[src/rtl/io_load_sequencer.sv]
// ============================================================================
// Module   : io_load_sequencer
// Brief    : Streams a counted run of input words into parameter memory
//            starting at a latched base address, with abort and error pulse.
// Revision : 1.0 - initial release
// ============================================================================
`default_nettype none

module io_load_sequencer #(
  parameter int DATA_WIDTH = 32,
  parameter int ADDR_WIDTH = 8
) (
  input  logic                  CLK,
  input  logic                  RST,
  input  logic                  start,
  input  logic [ADDR_WIDTH-1:0] length,
  input  logic [ADDR_WIDTH-1:0] base_addr,
  input  logic                  abort,
  input  logic                  in_valid,
  input  logic [DATA_WIDTH-1:0] in_data,
  output logic                  in_ready,
  output logic                  mem_we,
  output logic [ADDR_WIDTH-1:0] mem_addr,
  output logic [DATA_WIDTH-1:0] mem_wdata,
  output logic [ADDR_WIDTH-1:0] word_count,
  output logic                  busy,
  output logic                  done,
  output logic                  start_err
);

  typedef enum logic [1:0] {
    IDLE   = 2'd0,
    LOAD   = 2'd1,
    FINISH = 2'd2
  } state_t;

  localparam logic [ADDR_WIDTH-1:0] c_one = ADDR_WIDTH'(1);

  state_t                r_state;
  logic [ADDR_WIDTH-1:0] r_len;
  logic [ADDR_WIDTH-1:0] r_base;
  logic                  w_xfer;
  logic [ADDR_WIDTH-1:0] w_next_count;

  assign in_ready     = (r_state == LOAD) && !abort;
  assign busy         = (r_state != IDLE);
  assign w_xfer       = in_valid && in_ready;
  assign w_next_count = word_count + c_one;

  always_ff @(posedge CLK or posedge RST) begin
    if (RST) begin
      r_state    <= IDLE;
      r_len      <= '0;
      r_base     <= '0;
      mem_we     <= 1'b0;
      mem_addr   <= '0;
      mem_wdata  <= '0;
      word_count <= '0;
      done       <= 1'b0;
      start_err  <= 1'b0;
    end else begin
      mem_we    <= 1'b0;
      done      <= 1'b0;
      start_err <= 1'b0;

      // The write lands one cycle after acceptance; address wraps naturally.
      if (w_xfer) begin
        mem_we     <= 1'b1;
        mem_addr   <= r_base + word_count;
        mem_wdata  <= in_data;
        word_count <= w_next_count;
      end

      case (r_state)
        IDLE: begin
          if (start) begin
            r_len      <= length;
            r_base     <= base_addr;
            word_count <= '0;
            r_state    <= (length == '0) ? FINISH : LOAD;
          end
        end
        LOAD: begin
          if (start)
            start_err <= 1'b1;
          if (abort)
            r_state <= IDLE;
          else if (w_xfer && (w_next_count == r_len))
            r_state <= FINISH;
        end
        FINISH: begin
          if (start)
            start_err <= 1'b1;
          done    <= 1'b1;
          r_state <= IDLE;
        end
        default: r_state <= IDLE;
      endcase
    end
  end

endmodule

`default_nettype wire

[config.mk]
export PLATFORM = sky130hd
export DESIGN_NAME = io_load_sequencer
export DESIGN_NICKNAME = d
export VERILOG_FILES = /design/src/rtl/io_load_sequencer.sv
export SDC_FILE = /design/constraint.sdc
export NUM_CORES = 1
export LEC_CHECK = 0
export CAP_MARGIN = 25
export CORE_AREA = 2 2 86 88
export CTS_BUF_LIST = sky130_fd_sc_hd__clkbuf_2 sky130_fd_sc_hd__clkbuf_4 sky130_fd_sc_hd__clkbuf_8
export CTS_CLUSTER_SIZE = 12
export DETAILED_ROUTE_END_ITERATION = 12
export DIE_AREA = 0 0 88 90
export PLACE_DENSITY = 0.85
export REMOVE_ABC_BUFFERS = 1
export SLEW_MARGIN = 20
export SYNTH_ARGS = -nofsm -noshare
export SYNTH_HDL_FRONTEND = slang
export SYNTH_SLANG_ARGS = --single-unit
export TNS_END_PERCENT = 10
[constraint.sdc]
create_clock -name CLK -period 2.59 [get_ports CLK]
set_input_delay 0.518 -clock CLK [delete_from_list [all_inputs] [get_ports CLK]]
set_output_delay 0.518 -clock CLK [all_outputs]
set_load 0.005 [all_outputs]
-- Word-level counts from Yosys, hierarchy flattened
Cells that the tools add are included.
- register bits after elaboration: 69
- input port bits: 53
- output and inout bits: 53
- logic and storage cells: 38
- add/sub/neg operators: 2
- equality and inequality tests: 5
- mux-type cells: 12
- reduce and logical (&&, ||, !) cells: 10
- operators with widths (operator ; number):
    $mux W8 ; 3
    $add A8 B1 Y8 const B ; 1
    $add A8 B8 Y8 ; 1
    $eq A8 B8 Y1 ; 1
    $logic_not A8 Y1 ; 1
    $mux W2 ; 4
    $mux W1 ; 4
    $pmux W2 S2 ; 1
    $reduce_and A2 Y1 ; 2
    $logic_and A1 B1 Y1 ; 3
    $ne A3 B2 Y1 const B ; 1
    $eq A2 B1 Y1 const B ; 1
    $eq A2 B2 Y1 const B ; 1
    $logic_not A2 Y1 ; 1
    $ne A2 B2 Y1 const B ; 1
    $reduce_bool A2 Y1 ; 1
    $reduce_or A2 Y1 ; 1
    $logic_not A1 Y1 ; 1

-- Logic depth before layout (Yosys ltp)
- depth in word-level cells: 7
- depth in mapped cells: 10
- mapped depth without buffers: 10

-- Least setup slack after synthesis
Ideal clock, no wire load.
- kind: reg2reg
- start point: register word_count[0]
- end point: register mem_addr[6]
- setup time: 0.146 ns
- arrival: 1.871 ns
- required time: 2.444 ns
- slack: 0.573 ns
- stages on the path, launching flop included: 10
- buffers on the path: 0
- period minus slack after synthesis: 2.017 ns
- path through: dfrtp_1 > ha_1 > inv_1 > fa_1 > nor2b_1 > o21ai_0 > a21boi_0 > o21ai_0 > mux2i_1 > o311ai_0
- longest elaborated chain between the ends: 1
- ends and longest elaborated chain (element ; RTL line ; text):
    start: declaration ; 25 ; output logic [ADDR_WIDTH-1:0] word_count,
    start signal: assignment ; 71 ; word_count <= w_next_count;
    $add A8 B8 Y8 ; 69 ; mem_addr <= r_base + word_count;
    end signal: assignment ; 69 ;
    end: declaration ; 23 ; output logic [ADDR_WIDTH-1:0] mem_addr,
Every way passes these cells.
A chain may end at the register's enable or synchronous reset.

-- Final worst setup path
- start point: register r_state[1]
- end point: output in_ready
- longest elaborated chain between the ends: 2
- ends and longest elaborated chain (element ; RTL line ; text):
    start: declaration ; 39 ; state_t r_state;
    start signal: assignment ; 80 ; r_state <= (length == '0) ? FINISH : LOAD;
    $eq A2 B1 Y1 ; 45 ; assign in_ready = (r_state == LOAD) && !abort;
    $logic_and A1 B1 Y1 ; 45 ;
    end: declaration ; 21 ; output logic in_ready,
Every way passes these cells.

==> impl_summary.md <==
Clock network
The maximum count of clock buffers along a single path is 2. The number of hold buffers added after CTS was 0. Once the clock tree was built, the resizer swapped 0 gates to a different size.

TritonCTS built the clock tree. The H-tree generated during clock tree synthesis spans 3 levels. The number of setup buffers added after CTS is 0.

After clock tree synthesis, the clock-pin slew on the worst setup and hold paths is 0.07 ns. For this design, the sink count on the clock tree is 69. CTS placed an instance of clkbuf_8 at the clock tree root. Clock tree synthesis inserted a total of 9 buffers. At the later pin of the worst-skew pair, clock insertion delay measures 0.35 ns.

Die
For this configuration, the core starts out at a cell density of 46.05%. The die covers 7920 um2. The overall die width is 88 um. 106 I/O pins were placed. After floorplanning, the core was sized to cover 7020 um2. The y dimension of the die is 90 um. The number of placement rows is 31.

Timing
The highest attainable clock frequency is 434.1 MHz. Setup repair after global routing left no endpoint under its margin. Counting I/O delays and the setup requirement, the final critical path takes 2.304 ns. The sum of negative setup slack is 0 ns.

The count of final max-slew check failures came to 0. The worst setup margin is 0.2861 ns. Setup violations remaining at the end of the flow were counted as 0.

The worst-case clock skew is 0.008169 ns. The final period utilization is 88.95%. The number of hold violations in the final report is 0. The relative slew slack is 63.38%. The worst-margin pin slew is 0.5484 ns.

Yosys
The xor-xnor portion of the synthesized cell area is 5.418%. The mapped cell area is 3233 um2. In the synthesized netlist the dominant register cell turns out to be dfrtp_1. The post-synthesis adder-cell area fraction is 4.876%.

Counting flops and latches in the post-synthesis netlist gives 69. dfrtp_1 takes more of the synthesized area than any other cell. Of the total synthesized cell area, the portion taken by AND, OR, NAND and NOR gates is 20.55%.

The Yosys step of the flow raised 0 warnings. In this run the biggest area consumer among cell types represents 53.41% of the synthesized area. By area, the combinational part of the netlist is dominated by simple AND/OR/NAND/NOR gates. Sequential cells were found to cover 53.41% of the synthesized design area. The mux share of post-synthesis cell area is 5.534%. After synthesis, the mean cell area works out to 9.738 um2. The complex-gate fraction of the synthesized area is 7.198%.

Ranked by total cell area, the synthesized netlist is headed by dfrtp_1, nand2_1, mux2_2. The number of flops mapped to enable cells by yosys is 0. Synthesis produced a netlist whose cell count is 332. The count of cell types in the netlist is 43.

The share of flip-flops with an asynchronous set or reset is 100.0%.

Setup path
The number of cells on the worst reg-to-reg path is 6. The maximum fanout encountered on the critical timing path is 4. The data required time of the critical path is 2.07 ns. The capturing element type of the critical path is an output pin. The critical path arrival is 1.79 ns.

The sort of element at the start of the critical path is a flop. The critical setup path kind is flop to output pin.

Layout
The number of antenna diodes in the final layout is 0. The share of the core filled with cells in the final layout is 66.12%. From synthesis to final layout, the design area changed by 43.58%.

Leaving out filler cells and counting taps, the final layout contains 543. In the final layout, the share of cells above drive strength 1 is 10.14%. For this run, the post-layout net count is 504.

Drt
Wires add up to 7356 um. The number of vias in the routed layout is 2637. The final routed wire length divided by cell count is 13.55 um. The number of search-and-repair iterations in the first detailed-routing pass is 4. The post-detailed-route via-to-cell ratio is 4.856.

The remaining antenna violation count is 0. In the routed design, unresolved DRC markers number 0. For this block, the initial DRC count from the detailed router was 115.

Global route
The pin count of the biggest net entering global routing is 46. The via count of the first global-routing pass is 2674. In the global route stage, overall resource usage came out at 19.80%. The first global-routing pass estimated 12180 um of wire. Summed over all layers, the global routing overflow is 0.

The initial antenna violation count is 0.

Status
The flow ran to the end, and the final reports show no timing, DRC or antenna violations.

Power
The worst-case vdd ir drop is 0.6262 mV. The total power density per cell area is 1015 nW/um2. The leakage power of the design is 2.102 nW.

Placed design
The HPWL reported at the end of detailed placement is 5293 um. Timing analysis after detailed placement gives a worst setup slack of 0.2333 ns. Routability-driven placement finished with a final weighted congestion of 0.8171. The number of placed instances, taps included, is 527. The number of port buffers is 105.

Worst hold path
The cell depth of the worst hold path is 2. The path class of the tightest hold or removal check is flop to flop.

Run
The max-capacitance violation count is 0.
-- sequential cells by signal (all words and copies together) (netlist names) --
register / flops
r_len: 8
start_err: 1
mem_we: 1
mem_wdata: 32
r_state: 2
done: 1
r_base: 8
word_count: 8
mem_addr: 8
-- power breakdown --
part / switching (mW) / total [mW] / internal [mW]
registers: 0.289 / 1.84 / 1.55
logic: 0.722 / 1.82 / 1.10
clock network: 0.409 / 1.04 / 0.636
total: 1.42 / 4.71 / 3.29
-- final timing paths --
check                                                from                   endpoint  slack, ns
worst max-delay path               r_state[1]$_DFFE_PP0P_                   in_ready       0.29
worst min-delay path            mem_wdata[11]$_DFFE_PP0P_  mem_wdata[11]$_DFFE_PP0P_       0.47
worst max register to register    word_count[0]$_DFF_PP0_     r_state[0]$_DFFE_PP0P_       0.30
worst min register to register  mem_wdata[11]$_DFFE_PP0P_  mem_wdata[11]$_DFFE_PP0P_       0.47
max in group asynchronous                             RST   mem_wdata[0]$_DFFE_PP0P_       1.40
min in group asynchronous                             RST  mem_wdata[19]$_DFFE_PP0P_       0.53
-- cell usage after synthesis, types with 2 or more instances --
master and n:
mux2_2 15, xor2_1 9, inv_1 11, o21ai_0 12, ha_1 11, dfrtp_1 69
nor4_1 2, clkbuf_1 12, and3_1 2, a21oi_1 6, nor3_1 4, o21a_1 2
nor2b_1 2, nand2_1 119, xnor2_1 11, and2_1 2, nor2_1 17
-- per-layer routing --
metal  track usage, %  wire (um)
met5                0          0
met4            8.590        179
met3            4.867        454
met2            32.32       3516
met1            24.65       3206
-- cell type report --
class / count / area, um2
clock buffers: 9 / 123.9
multi-input cells: 238 / 1411
repair buffers: 110 / 1101
inverters: 11 / 41.29
flip-flops and latches: 69 / 1727
well taps: 99 / 123.9
clock inverters: 7 / 113.9
fillers: 555 / 2379
-- worst max-delay path, cell delays in order (launching register included) --
cell and delay (ns):
dfrtp_1 0.42, inv_1 0.12, ha_1 0.18, nand2b_2 0.07, inv_1 0.12, clkdlybuf4s50_1 0.52
-- cells in the final DEF (no fill, tap or decap), drive strengths merged, types with 2 or more instances in the layout --
cell and n:
nand2 119, and3 2, clkinv 4, nor2b 2, bufinv 3, o21a 2
a2111oi 2, a21oi 6, nand3 2, xor2 9, clkdlybuf4s50 105, nor4 2
o21ai 12, inv 11, nor2 17, xnor2 11, mux2 15, and2 2
nand2b 2, nor3 4, ha 11, or3 2, buf 5, clkbuf 9
dfrtp 69
-- stage by stage --
stage	cell area (um2)	power [mW]	hold WS, ns
after global placement	4404	3.637	0.4593
after CTS	4642	4.770	0.4789
final	4642	4.710	0.4743
after global routing	4642	5.071	0.5118
after detailed placement	4404	3.717	0.4617
after floorplan	3177	2.679	0.4697
-- cells by family (layout without fill, tap and decap cells) --
| logic type | count (synthesis) | count (layout) |
|---|---|---|
| flops | 69 | 69 |
| xor+xnor | 20 | 20 |
| compound gates | 32 | 32 |
| fa+ha+maj | 12 | 12 |
| mux | 16 | 16 |
| simple gates | 158 | 158 |
| buf+inv | 25 | 137 |
Power figures use the tool's default switching activity.
